$ cat src/rtl/mc_pkg.sv
// rtl/mc_pkg.sv - shared encodings for the multicycle execution unit
package mc_pkg;

  localparam logic [2:0] OP_ADD = 3'b000;
  localparam logic [2:0] OP_SUB = 3'b001;
  localparam logic [2:0] OP_AND = 3'b010;
  localparam logic [2:0] OP_ORR = 3'b011;
  localparam logic [2:0] OP_LSL = 3'b100;
  localparam logic [2:0] OP_LSR = 3'b101;
  localparam logic [2:0] OP_ASR = 3'b110;
  localparam logic [2:0] OP_MUL = 3'b111;

  localparam int FLAG_N = 3;
  localparam int FLAG_Z = 2;
  localparam int FLAG_C = 1;
  localparam int FLAG_V = 0;

  typedef enum logic {
    ST_IDLE = 1'b0,
    ST_RUN  = 1'b1
  } state_e;

  function automatic logic is_shift_op(input logic [2:0] op);
    return (op == OP_LSL) || (op == OP_LSR) || (op == OP_ASR);
  endfunction

endpackage

$ cat src/rtl/mc_alu_flags.sv
// rtl/mc_alu_flags.sv - combinational add/sub/logic result with NZCV generation
module mc_alu_flags #(
  parameter int WIDTH = 32
) (
  input  logic [2:0]       op,
  input  logic [WIDTH-1:0] a,
  input  logic [WIDTH-1:0] b,
  input  logic             c_in,
  output logic [WIDTH-1:0] result,
  output logic [3:0]       flags
);
  import mc_pkg::*;

  logic             sub;
  logic [WIDTH-1:0] b_eff;
  logic [WIDTH:0]   sum;
  logic             c;
  logic             v;

  always_comb begin
    sub   = (op == OP_SUB);
    b_eff = sub ? ~b : b;
    sum   = {1'b0, a} + {1'b0, b_eff} + {{WIDTH{1'b0}}, sub};
    c     = 1'b0;
    v     = 1'b0;
    case (op)
      OP_ADD, OP_SUB: begin
        result = sum[WIDTH-1:0];
        c      = sum[WIDTH];
        v      = (a[WIDTH-1] == b_eff[WIDTH-1]) && (result[WIDTH-1] != a[WIDTH-1]);
      end
      OP_AND:  result = a & b;
      OP_ORR:  result = a | b;
      // Shift/MUL results arrive precomputed on a; only N/Z and the supplied carry apply.
      default: begin
        result = a;
        c      = c_in;
      end
    endcase
    flags         = 4'b0000;
    flags[FLAG_N] = result[WIDTH-1];
    flags[FLAG_Z] = (result == '0);
    flags[FLAG_C] = c;
    flags[FLAG_V] = v;
  end

endmodule

$ cat src/rtl/mc_exec_unit.sv
// rtl/mc_exec_unit.sv - multicycle execution unit with iterative shifts and shift-add multiply
module mc_exec_unit #(
  parameter int WIDTH  = 32,
  parameter bit MUL_EN = 1'b1
) (
  input  logic             clk,
  input  logic             reset,
  input  logic             start,
  input  logic [2:0]       op,
  input  logic [WIDTH-1:0] a,
  input  logic [WIDTH-1:0] b,
  output logic             busy,
  output logic             done,
  output logic [WIDTH-1:0] result,
  output logic [3:0]       flags
);
  import mc_pkg::*;

  localparam int AW = $clog2(WIDTH);

  state_e           state_q, state_d;
  logic [2:0]       op_q, op_d;
  logic [WIDTH-1:0] work_q, work_d;
  logic [WIDTH-1:0] mcand_q, mcand_d;
  logic [WIDTH-1:0] mplier_q, mplier_d;
  logic [AW-1:0]    cnt_q, cnt_d;
  logic [WIDTH-1:0] result_q, result_d;
  logic [3:0]       flags_q, flags_d;
  logic             done_q, done_d;

  logic             idle, shift_op, multi;
  logic [AW-1:0]    amt;
  logic [2:0]       src_op;
  logic [WIDTH-1:0] src_w, src_mcand, src_mplier;
  logic [WIDTH-1:0] step_w, step_mcand, step_mplier;
  logic             step_c;
  logic [2:0]       alu_op;
  logic [WIDTH-1:0] alu_a, alu_b, alu_res;
  logic             alu_c;
  logic [3:0]       alu_flags;

  // The first step runs on the accepting edge from the raw inputs, so L edges give L steps.
  always_comb begin
    idle        = (state_q == ST_IDLE);
    amt         = b[AW-1:0];
    shift_op    = is_shift_op(op);
    multi       = (shift_op && (amt > AW'(1))) || ((op == OP_MUL) && MUL_EN);
    src_op      = idle ? op : op_q;
    src_w       = idle ? ((op == OP_MUL) ? '0 : a) : work_q;
    src_mcand   = idle ? a : mcand_q;
    src_mplier  = idle ? b : mplier_q;
    step_c      = 1'b0;
    case (src_op)
      OP_LSL: begin
        step_w = {src_w[WIDTH-2:0], 1'b0};
        step_c = src_w[WIDTH-1];
      end
      OP_LSR: begin
        step_w = {1'b0, src_w[WIDTH-1:1]};
        step_c = src_w[0];
      end
      OP_ASR: begin
        step_w = {src_w[WIDTH-1], src_w[WIDTH-1:1]};
        step_c = src_w[0];
      end
      default: step_w = src_w + (src_mplier[0] ? src_mcand : '0);
    endcase
    step_mcand  = src_mcand << 1;
    step_mplier = src_mplier >> 1;
  end

  always_comb begin
    alu_op = src_op;
    alu_b  = b;
    alu_a  = step_w;
    alu_c  = step_c;
    if (idle) begin
      alu_a = a;
      alu_c = 1'b0;
      if (shift_op && (amt == AW'(1))) begin
        alu_a = step_w;
        alu_c = step_c;
      end
      if (op == OP_MUL) alu_a = '0;
    end
  end

  mc_alu_flags #(.WIDTH(WIDTH)) u_alu (
    .op     (alu_op),
    .a      (alu_a),
    .b      (alu_b),
    .c_in   (alu_c),
    .result (alu_res),
    .flags  (alu_flags)
  );

  always_comb begin
    op_d     = op_q;
    work_d   = work_q;
    mcand_d  = mcand_q;
    mplier_d = mplier_q;
    cnt_d    = cnt_q;
    result_d = result_q;
    flags_d  = flags_q;
    done_d   = 1'b0;
    if (idle) begin
      if (start) begin
        op_d = op;
        if (multi) begin
          work_d   = step_w;
          mcand_d  = step_mcand;
          mplier_d = step_mplier;
          cnt_d    = (op == OP_MUL) ? AW'(WIDTH - 2) : amt - AW'(2);
        end else begin
          result_d = alu_res;
          flags_d  = alu_flags;
          done_d   = 1'b1;
        end
      end
    end else begin
      work_d   = step_w;
      mcand_d  = step_mcand;
      mplier_d = step_mplier;
      if (cnt_q == '0) begin
        result_d = alu_res;
        flags_d  = alu_flags;
        done_d   = 1'b1;
      end else begin
        cnt_d = cnt_q - AW'(1);
      end
    end
  end

  always_ff @(posedge clk or posedge reset) begin
    if (reset) begin
      state_q  <= ST_IDLE;
      op_q     <= 3'b000;
      work_q   <= '0;
      mcand_q  <= '0;
      mplier_q <= '0;
      cnt_q    <= '0;
      result_q <= '0;
      flags_q  <= 4'b0000;
      done_q   <= 1'b0;
    end else begin
      state_q  <= state_d;
      op_q     <= op_d;
      work_q   <= work_d;
      mcand_q  <= mcand_d;
      mplier_q <= mplier_d;
      cnt_q    <= cnt_d;
      result_q <= result_d;
      flags_q  <= flags_d;
      done_q   <= done_d;
    end
  end

  always_comb begin
    state_d = state_q;
    case (state_q)
      ST_IDLE: if (start && multi) state_d = ST_RUN;
      ST_RUN:  if (cnt_q == '0) state_d = ST_IDLE;
    endcase
  end

  always_comb begin
    busy   = (state_q == ST_RUN);
    done   = done_q;
    result = result_q;
    flags  = flags_q;
  end

endmodule
$ cat config.mk
export PLATFORM = sky130hd
export DESIGN_NAME = mc_exec_unit
export DESIGN_NICKNAME = d
export VERILOG_FILES = /design/src/rtl/mc_pkg.sv /design/src/rtl/mc_alu_flags.sv /design/src/rtl/mc_exec_unit.sv
export SDC_FILE = /design/constraint.sdc
export NUM_CORES = 1
export LEC_CHECK = 0
export ABC_AREA = 1
export BUFFER_PORTS_ARGS = -buffer_cell sky130_fd_sc_hd__buf_2
export CAP_MARGIN = 25
export CORE_ASPECT_RATIO = 0.8
export CORE_UTILIZATION = 55
export DETAILED_ROUTE_END_ITERATION = 8
export PLACE_DENSITY = 0.74
export SLEW_MARGIN = 20
export SYNTH_ARGS = -nofsm -noshare
export SYNTH_HDL_FRONTEND = slang
export SYNTH_HIERARCHICAL = 1
export SYNTH_SLANG_ARGS = --single-unit
$ cat constraint.sdc
create_clock -name clk -period 5.35 [get_ports clk]
set_clock_uncertainty 0.15 [all_clocks]
set_input_delay 0 -clock clk [delete_from_list [all_inputs] [get_ports clk]]
set_output_delay 0 -clock clk [all_outputs]
set_load 0.05 [all_outputs]
==> qor.txt, run 1 <==
Max-slew violations - 0
Post-synth EDFFs - 0
Wire per inst - 18.1 um
Clock sink count - 140
Post-synth top area cell - dfrtp_1
Mapped Avg Cell Area - 6.19 um^2
Sequential fraction of the synthesis area - 0.251
Post-synthesis register bit count - 140
Fill cell count - 2170
Port Buf Inserts - 107
# DRC - 0
Slew headroom - 0.422
Initial antenna violation count - 1
Async set or reset register ratio after synthesis - 1.00
Starting density of the core - 0.567
Layout area overhead - 23.6%
DRT Pass-1 Iters - 8
Crit-path max FO - 24
GRT overflow - 0
Worst r2r src - busy
All-Layer GR Usage - 0.370
Area share of the leading cell type in the synthesized netlist - 0.251
Layout cells sized above 1 - 0.182
Worst EP required - 5.58 ns
Io pins - 108
Adder-cell area share of the yosys netlist - 0.0683
Die area - 26000 um^2
Mapped Area - 14000 um^2
Hold Crit Start - a[31]
Antenna Nets Post-Route - 0
Clk pin slew, worst setup/hold paths - 0.06 ns
Ranking of synthesized cells by area - dfrtp_1, nand2_1, inv_1
Fin. Hold Viols - 0
WS Path Type - register to register
Pre-CTS setup slack - -0.142 ns
Min-delay worst type - primary input to register
CP peak stage delay - 0.53 ns
Setup ws final - 0.218 ns
Post-synthesis mux area share - 0.0368
Vias in the first global route - 13942
CTS tree - yes
Crit path launch - busy
Nets - 2595
Largest family of logic cells by synthesized area - simple AND/OR/NAND/NOR gates
Synth Area in Compound Gates - 0.143
XOR/XNOR Fraction of Synth Area - 0.0257
Net count after synthesis - 2401
Simple-Gate Fraction of Synth Area - 0.356
Routed vias/inst - 5.72
First-pass GRT wire length - 74.8 mm
Fin util - 0.701
Die Y - 145 um
# setup viols final - 0
Die extent in x - 180 um
Routability cong. - 1.03
Antenna Cells - 0
Actual slew at the worst max-slew pin - 0.868 ns
Cell Rows - 51
Min Tclk post-route - 5.13 ns
Most frequent cell after synthesis - nand2_1
Vias - 15899
Critical path's slowest cell - dfrtp_4
Synth top cells by count - nand2_1, inv_1, nor2_1, nand3_1, dfrtp_1
Status - completed
MaxCap Viol Count - 0
CORE AREA - 24600 um^2
Clk buf depth - 2
HPWL after DPL - 36.4 mm
CP arrival - 5.36 ns
H-tree Lvls - 4
Clock latency on the worst-skew pair - 0.44 ns
Fmax achieved - 195 MHz
Crit path capture type - register
Post-Synthesis Cells - 2256
CTS buffer count - 17
1st-iter DRT viols - 1747
Worst setup SP type - register
Most frequent CP cell - nand2_1
Fin crit share - 0.959
Largest net degree at the start of global routing - 90
Ys Warns - 6
Yosys cell types - 50
Root Driver - clkbuf_16
Detailed Route WL - 50.2 mm
Main synth FF type - dfrtp_1
## layer usage
metal  vias up  share of wire  GRT usage  wire [um]
met2       824           0.44      0.575      21900
li1       7620              -          -          -
met5         -        0.00044          0         22
met3       111          0.099     0.0662       4990
met1      7340           0.44      0.519      22000
met4         4          0.028      0.120       1390
## per-stage QoR
step | cells | hold slack (ns) | TNS, ns | instance area [um^2]
final | 2780 | 0.0583 | 0 | 17300
after global routing | 2780 | 0.0836 | -0.0559 | 17300
after CTS | 2761 | 0.0358 | 0 | 16200
after detailed placement | 2660 | 0.0614 | -0.142 | 14900
after global placement | 2660 | 0.0536 | -0.0720 | 14900
after floorplan | 2256 | -0.0219 | 0 | 14000
## cells in the final DEF (no fill, tap or decap), types with 25 or more instances in the layout
cell             n
a21oi_1         64
a22oi_1         50
buf_2          107
buf_4           61
dfrtp_1        139
dlygate4sd3_1   70
ha_1            45
inv_1          318
mux2_4          29
nand2_1        789
nand2_2         36
nand3_1        139
nor2_1         141
nor2_2          25
o21ai_0         86
o21ai_1         31
xnor2_1         26
## worst paths after layout
kind,slack [ns],endpoint,cells after the start
max,0.22,flags[2],31
min,0.06,work_q[30],7
max reg2reg,0.22,flags[2],31
min reg2reg,0.32,mcand_q[25],2
max in group asynchronous,3.75,mplier_q[22],4
min in group asynchronous,0.09,mplier_q[7],3
## flip-flops by register name, summed over array words and instances, names as in the netlist
name and flops:
flags 4, mcand_q 31, result 32, mplier_q 31
op_q 3, work_q 32, cnt_q 5, busy 1
done 1
## layout make-up
| type | count | area (um^2) | area share |
|---|---|---|---|
| inverters | 332 | 1270 | 0.0733 |
| clock inverters | 12 | 92.6 | 0.00536 |
| well taps | 318 | 398 | 0.0230 |
| repair buffers | 249 | 1920 | 0.111 |
| clock buffers | 19 | 453 | 0.0262 |
| flip-flops and latches | 140 | 3510 | 0.203 |
| multi-input cells | 1710 | 9630 | 0.558 |
## critical path: cells and delay by family (launching register included)
family | cells | cell delay (ns)
buffers and inverters | 5 | 0.69
muxes | 1 | 0.15
DFF | 1 | 0.53
and+or+nand+nor | 17 | 1.93
adders and majority gates | 2 | 0.65
AOI/OAI and AO/OA | 6 | 0.92
## cells by family (layout without fill, tap and decap cells)
| group | Yosys count | in the layout |
|---|---|---|
| multiplexers | 36 | 36 |
| AND/OR/NAND/NOR | 1216 | 1217 |
| flip-flops | 140 | 140 |
| XOR/XNOR | 41 | 41 |
| AO/OA/AOI/OAI | 341 | 341 |
| buffers and inverters | 407 | 612 |
| adder cells (fa/ha/maj) | 75 | 75 |
## repair_timing
item / 4_1_cts / 5_1_grt
cloned: 0 / 3
hold buffers: 70 / 0
pin swaps: 0 / 26
buffers inserted: 0 / 15
endpoints found under the hold margin: 176 / 0
gates resized for setup: 7 / 201
endpoints found under the setup margin: 1 / 17
Power of run 1 is left out: the tool's default activity adds up to more than one toggle a clock period on the data nets, which glitch-free logic cannot reach.
==> run 2: changes to the inputs <==
--- a/config.mk
+++ b/config.mk
@@ -8,12 +8,13 @@
 export ABC_AREA = 1
 export BUFFER_PORTS_ARGS = -buffer_cell sky130_fd_sc_hd__buf_2
 export CAP_MARGIN = 25
+export CELL_PAD_IN_SITES_DETAIL_PLACEMENT = 0
+export CELL_PAD_IN_SITES_GLOBAL_PLACEMENT = 1
 export CORE_ASPECT_RATIO = 0.8
-export CORE_UTILIZATION = 55
+export CORE_UTILIZATION = 43
 export DETAILED_ROUTE_END_ITERATION = 8
-export PLACE_DENSITY = 0.74
+export PLACE_DENSITY_LB_ADDON = 0.1
 export SLEW_MARGIN = 20
 export SYNTH_ARGS = -nofsm -noshare
 export SYNTH_HDL_FRONTEND = slang
-export SYNTH_HIERARCHICAL = 1
 export SYNTH_SLANG_ARGS = --single-unit
==> qor.txt, run 2 <==
Area share of the leading cell type in the synthesized netlist - 0.268 (was 0.251)
CORE AREA - 29500 um^2 (was 24600 um^2)
Mapped Area - 13000 um^2 (was 14000 um^2)
Detailed Route WL - 50.7 mm (was 50.2 mm)
All-Layer GR Usage - 0.319 (was 0.370)
Die Y - 157 um (was 145 um)
Antenna Cells - 0 (unchanged)
WS Path Type - register to register (unchanged)
Most frequent cells in the layout - nand2_1, buf_4, inv_1 (was nand2_1, inv_1, nor2_1)
Async set or reset register ratio after synthesis - 1.00 (unchanged)
Ranking of synthesized cells by area - dfrtp_1, nand2_1, inv_1 (unchanged)
Post-Synthesis Cells - 2106 (was 2256)
1st-iter DRT viols - 1283 (was 1747)
Crit path capture type - register (unchanged)
Die area - 30900 um^2 (was 26000 um^2)
DRT Pass-1 Iters - 6 (was 8)
XOR/XNOR Fraction of Synth Area - 0.0310 (was 0.0257)
Wire per inst - 17.3 um (was 18.1 um)
Worst setup SP type - register (unchanged)
Reg2Reg Setup Slack - 0.21 ns (was 0.22 ns)
Yosys cell types - 53 (was 50)
Critical path's slowest cell - dfrtp_4 (unchanged)
Io pins - 108 (unchanged)
Fin crit share - 0.960 (was 0.959)
Largest net degree at the start of global routing - 91 (was 90)
CP arrival - 5.36 ns (about the same)
Cell Rows - 56 (was 51)
GRT overflow - 0 (unchanged)
Worst r2r src - busy (unchanged)
Post-synthesis register bit count - 139 (was 140)
Layout cells sized above 1 - 0.265 (was 0.182)
Min Tclk post-route - 5.14 ns (was 5.13 ns)
First-pass GRT wire length - 76.0 mm (was 74.8 mm)
Min-delay worst type - primary input to register (unchanged)
CTS buffer count - 17 (unchanged)
Initial antenna violation count - 0 (was 1)
# DRC - 0 (unchanged)
Slew headroom - 0.406 (was 0.422)
Net count after synthesis - 2244 (was 2401)
Die extent in x - 196 um (was 180 um)
Clk buf depth - 2 (unchanged)
Most frequent cell after synthesis - nand2_1 (unchanged)
Post-synthesis mux area share - 0 (was 0.0368)
Status - completed (unchanged)
Worst EP required - 5.57 ns (was 5.58 ns)
Antenna Nets Post-Route - 0 (unchanged)
Adder-cell area share of the yosys netlist - 0.0666 (was 0.0683)
Clk pin slew, worst setup/hold paths - 0.07 ns (was 0.06 ns)
Starting density of the core - 0.440 (was 0.567)
Fin. Hold Viols - 0 (unchanged)
Most frequent CP cell - nand2_1 (unchanged)
Commonest non-fill, non-tap cell in the layout - nand2_1 (unchanged)
Crit path launch - busy (unchanged)
CTS tree - yes (unchanged)
Post-synth EDFFs - 0 (unchanged)
H-tree Lvls - 4 (unchanged)
Sequential fraction of the synthesis area - 0.268 (was 0.251)
Reg2reg end - flags[2] (unchanged)
Synth top cells by count - nand2_1, inv_1, nor2_1, o21ai_0, dfrtp_1 (was nand2_1, inv_1, nor2_1, nand3_1, dfrtp_1)
CP peak stage delay - 0.51 ns (was 0.53 ns)
Root Driver - clkbuf_16 (unchanged)
Fill cell count - 2864 (was 2170)
Clock sink count - 139 (was 140)
Fmax achieved - 195 MHz (about the same)
# setup viols final - 0 (unchanged)
Main synth FF type - dfrtp_1 (unchanged)
Simple-Gate Fraction of Synth Area - 0.337 (was 0.356)
Post-synth top area cell - dfrtp_1 (unchanged)
Nets - 2642 (was 2595)
Largest family of logic cells by synthesized area - simple AND/OR/NAND/NOR gates (unchanged)
Routability cong. - 0.918 (was 1.03)
Vias in the first global route - 14039 (was 13942)
Ys Warns - 0 (was 6)
CP endpoint - flags[2] (unchanged)
Final setup TNS - 0 ns (unchanged)
Crit-path max FO - 20 (was 24)
Vias - 15392 (was 15899)
Actual slew at the worst max-slew pin - 0.891 ns (was 0.868 ns)
MaxCap Viol Count - 0 (unchanged)
R2R cell count - 35 (was 31)
Routed vias/inst - 5.27 (was 5.72)
Layout area overhead - 40.2% (was 23.6%)
HPWL after DPL - 38.1 mm (was 36.4 mm)
Max-slew violations - 0 (unchanged)
Port Buf Inserts - 107 (unchanged)
Clock latency on the worst-skew pair - 0.44 ns (about the same)
Mapped Avg Cell Area - 6.17 um^2 (was 6.19 um^2)
Hold Crit Start - a[19] (was a[31])
Synth Area in Compound Gates - 0.188 (was 0.143)
run 2: cells by family (layout without fill, tap and decap cells):
| logic type | count (synthesis) | in the layout |
|---|---|---|
| AOI/OAI and AO/OA | 430 | 430 |
| DFF | 139 | 139 |
| and+or+nand+nor | 1061 | 1061 |
| xor gates and xnor gates | 46 | 46 |
| adders and majority gates | 68 | 68 |
| buffers and inverters | 362 | 773 |
run 2: area by class of cell:
| cell class | count | area, um^2 | area share |
|---|---|---|---|
| Clock buffer | 19 | 443 | 0.0243 |
| Inverter | 281 | 1070 | 0.0589 |
| Sequential cell | 139 | 3480 | 0.191 |
| Multi-Input combinational cell | 1605 | 9070 | 0.498 |
| Clock inverter | 13 | 141 | 0.00776 |
| Timing Repair Buffer | 460 | 3490 | 0.192 |
| Tap cell | 406 | 508 | 0.0279 |
run 2: routing by layer:
metal	part of all wire	routed length (um)	track usage	vias up
met4	0.026	1300	0.0919	0
met3	0.068	3450	0.0392	74
met2	0.44	22300	0.502	537
met5	0	0	0	-
met1	0.47	23600	0.457	7142
li1	-	-	-	7639
run 2: how the worst min path moves through the flow:
stage,cells past startpoint,endpoint
after global placement,2,work_q[31]
after detailed placement,2,work_q[31]
final,6,mcand_q[20]
after floorplan,2,op_q[2]
after global routing,6,mcand_q[8]
after CTS,6,mcand_q[20]
run 2: what timing repair did:
item | in CTS | in global routing
cloned | 0 | 4
setup buffers | 1 | 21
gates resized for setup | 7 | 249
setup endpoints to repair | 6 | 17
pin swaps | 1 | 73
hold buffers | 60 | 0
endpoints found under the hold margin | 165 | 0
run 2: worst max-delay path: cells and delay by family, from the launching register on:
kind / cells / cell delay (ns)
simple gates: 24 / 2.57
buf+inv: 6 / 0.77
fa+ha+maj: 2 / 0.63
flops: 1 / 0.51
compound gates: 3 / 0.42
run 2: stage by stage:
| step | cell area, um^2 | cells | util | setup slack [ns] | hold WS [ns] |
|---|---|---|---|---|---|
| global route | 18200 | 2923 | 0.617 | -0.0926 | 0.0583 |
| global placement | 15800 | 2806 | 0.535 | -0.121 | 0.0989 |
| CTS | 17000 | 2899 | 0.576 | 0.000627 | 0.00214 |
| detailed placement | 15800 | 2806 | 0.535 | -0.102 | 0.0978 |
| finish | 18200 | 2923 | 0.617 | 0.211 | 0.0266 |
| floorplan | 13000 | 2106 | - | 0.0502 | -0.0290 |
Power of run 2 is left out for the same reason.
==> run 3: changes to the inputs <==
--- a/config.mk
+++ b/config.mk
@@ -11,10 +11,11 @@
 export CELL_PAD_IN_SITES_DETAIL_PLACEMENT = 0
 export CELL_PAD_IN_SITES_GLOBAL_PLACEMENT = 1
 export CORE_ASPECT_RATIO = 0.8
-export CORE_UTILIZATION = 43
+export CORE_UTILIZATION = 44
 export DETAILED_ROUTE_END_ITERATION = 8
 export PLACE_DENSITY_LB_ADDON = 0.1
 export SLEW_MARGIN = 20
 export SYNTH_ARGS = -nofsm -noshare
 export SYNTH_HDL_FRONTEND = slang
+export SYNTH_HIERARCHICAL = 1
 export SYNTH_SLANG_ARGS = --single-unit
==> qor.txt, run 3 (same netlist as run 1, synthesis figures left out) <==
Fmax achieved - 193 MHz (was 195 MHz)
Final setup TNS - 0 ns (unchanged)
Worst setup SP type - register (unchanged)
Root Driver - clkbuf_16 (unchanged)
Initial antenna violation count - 1 (was 0)
# setup viols final - 0 (unchanged)
Wire per inst - 17.8 um (was 17.3 um)
Critical path's slowest cell - dfrtp_4 (unchanged)
1st-iter DRT viols - 1496 (was 1283)
HPWL after DPL - 38.9 mm (was 38.1 mm)
WS Path Type - register to register (unchanged)
Antenna Nets Post-Route - 0 (unchanged)
Clock latency on the worst-skew pair - 0.44 ns (about the same)
CTS tree - yes (unchanged)
Vias - 15363 (was 15392)
Crit-path max FO - 24 (was 20)
Status - completed (unchanged)
Io pins - 108 (unchanged)
Clock sink count - 140 (was 139)
CP peak stage delay - 0.52 ns (was 0.51 ns)
Slew headroom - 0.407 (was 0.406)
CTS buffer count - 17 (unchanged)
Detailed Route WL - 51.1 mm (was 50.7 mm)
# DRC - 0 (unchanged)
Max-slew violations - 0 (unchanged)
Layout cells sized above 1 - 0.171 (was 0.265)
Die extent in x - 201 um (was 196 um)
Fin crit share - 0.967 (was 0.960)
Most frequent CP cell - nand2_1 (unchanged)
H-tree Lvls - 4 (unchanged)
Hold slack final - 0.0278 ns (was 0.0266 ns)
Setup ws final - 0.176 ns (was 0.211 ns)
Min-delay worst type - primary input to register (unchanged)
Pre-CTS setup slack - -0.178 ns (was -0.102 ns)
Crit path capture type - register (unchanged)
Largest net degree at the start of global routing - 80 (was 91)
Clk buf depth - 2 (unchanged)
Starting density of the core - 0.453 (was 0.440)
Most frequent cells in the layout - nand2_1, inv_1, nor2_1 (was nand2_1, buf_4, inv_1)
Vias in the first global route - 14262 (was 14039)
Commonest non-fill, non-tap cell in the layout - nand2_1 (unchanged)
GRT overflow - 0 (unchanged)
Placed Area - 15100 um^2 (was 15800 um^2)
DRT Pass-1 Iters - 5 (was 6)
Die area - 32500 um^2 (was 30900 um^2)
Final instance area - 17200 um^2 (was 18200 um^2)
Fin. Hold Viols - 0 (unchanged)
Actual slew at the worst max-slew pin - 0.890 ns (was 0.891 ns)
Clk pin slew, worst setup/hold paths - 0.06 ns (was 0.07 ns)
Routed vias/inst - 5.35 (was 5.27)
Port Buf Inserts - 107 (unchanged)
Min Tclk post-route - 5.17 ns (was 5.14 ns)
Layout area overhead - 23.5% (was 40.2%)
Nets - 2590 (was 2642)
Worst EP required - 5.58 ns (was 5.57 ns)
All-Layer GR Usage - 0.310 (was 0.319)
Cell Rows - 57 (was 56)
Die Y - 161 um (was 157 um)
CP arrival - 5.41 ns (was 5.36 ns)
MaxCap Viol Count - 0 (unchanged)
Routability cong. - 0.992 (was 0.918)
CORE AREA - 30800 um^2 (was 29500 um^2)
First-pass GRT wire length - 78.5 mm (was 76.0 mm)
## run 3: changes by cell type in the layout (fill, tap and decap cells not counted), moves of 29 or more
cell | previous run | this run
mux2_4 | 0 | 29
o21ai_0 | 136 | 90
a22oi_1 | 5 | 50
a31oi_1 | 54 | 17
inv_1 | 255 | 318
nand3_1 | 90 | 141
nand2_1 | 648 | 794
buf_4 | 280 | 59
## run 3: through the flow
stage,instances,utilization
floorplan,2256,-
global placement,2761,0.491
detailed placement,2761,0.491
CTS,2864,0.533
global route,2871,0.560
finish,2872,0.560
## run 3: cell type report
class                      count  area [um^2]
timing repair buffer         245         1860
inverter                     332         1260
clock inverter                13          143
sequential                   140         3510
tap                          413          517
fill                        3166        13600
clock buffer                  19          433
antenna                        1         2.50
multi-input combinational   1709         9530
## run 3: routing by layer
metal | global-route usage | share of wire | up-vias
met5 | 0 | 0 | -
met4 | 0.0947 | 0.025 | 0
met3 | 0.0474 | 0.069 | 71
met2 | 0.468 | 0.42 | 583
met1 | 0.454 | 0.48 | 7101
li1 | - | - | 7608
## run 3: worst max-delay path, delay by kind of cell (launching register included)
| family | cells | cell delay, ns |
|---|---|---|
| muxes | 1 | 0.14 |
| DFF | 1 | 0.52 |
| adders and majority gates | 2 | 0.65 |
| and+or+nand+nor | 23 | 2.64 |
| buffers and inverters | 5 | 0.62 |
| AOI/OAI and AO/OA | 2 | 0.39 |
## run 3: final timing paths
kind | slack (ns) | endpoint | startpoint | cells after the start
min in group asynchronous | 0.56 | result[3] | reset | 4
max reg2reg | 0.18 | flags[2] | busy | 33
min reg2reg | 0.32 | mcand_q[27] | mcand_q[27] | 2
min | 0.03 | mcand_q[4] | a[3] | 6
max | 0.18 | flags[2] | busy | 33
max in group asynchronous | 3.24 | work_q[28] | reset | 5
## run 3: what timing repair did
action / 4_1_cts / 5_1_grt
gates cloned: 0 / 2
hold endpoints to repair: 161 / 0
pin swaps: 1 / 8
setup endpoints to repair: 1 / 15
buffers inserted: 1 / 5
hold buffers: 70 / 0
resized for setup: 4 / 171
Power of run 3 is left out for the same reason.
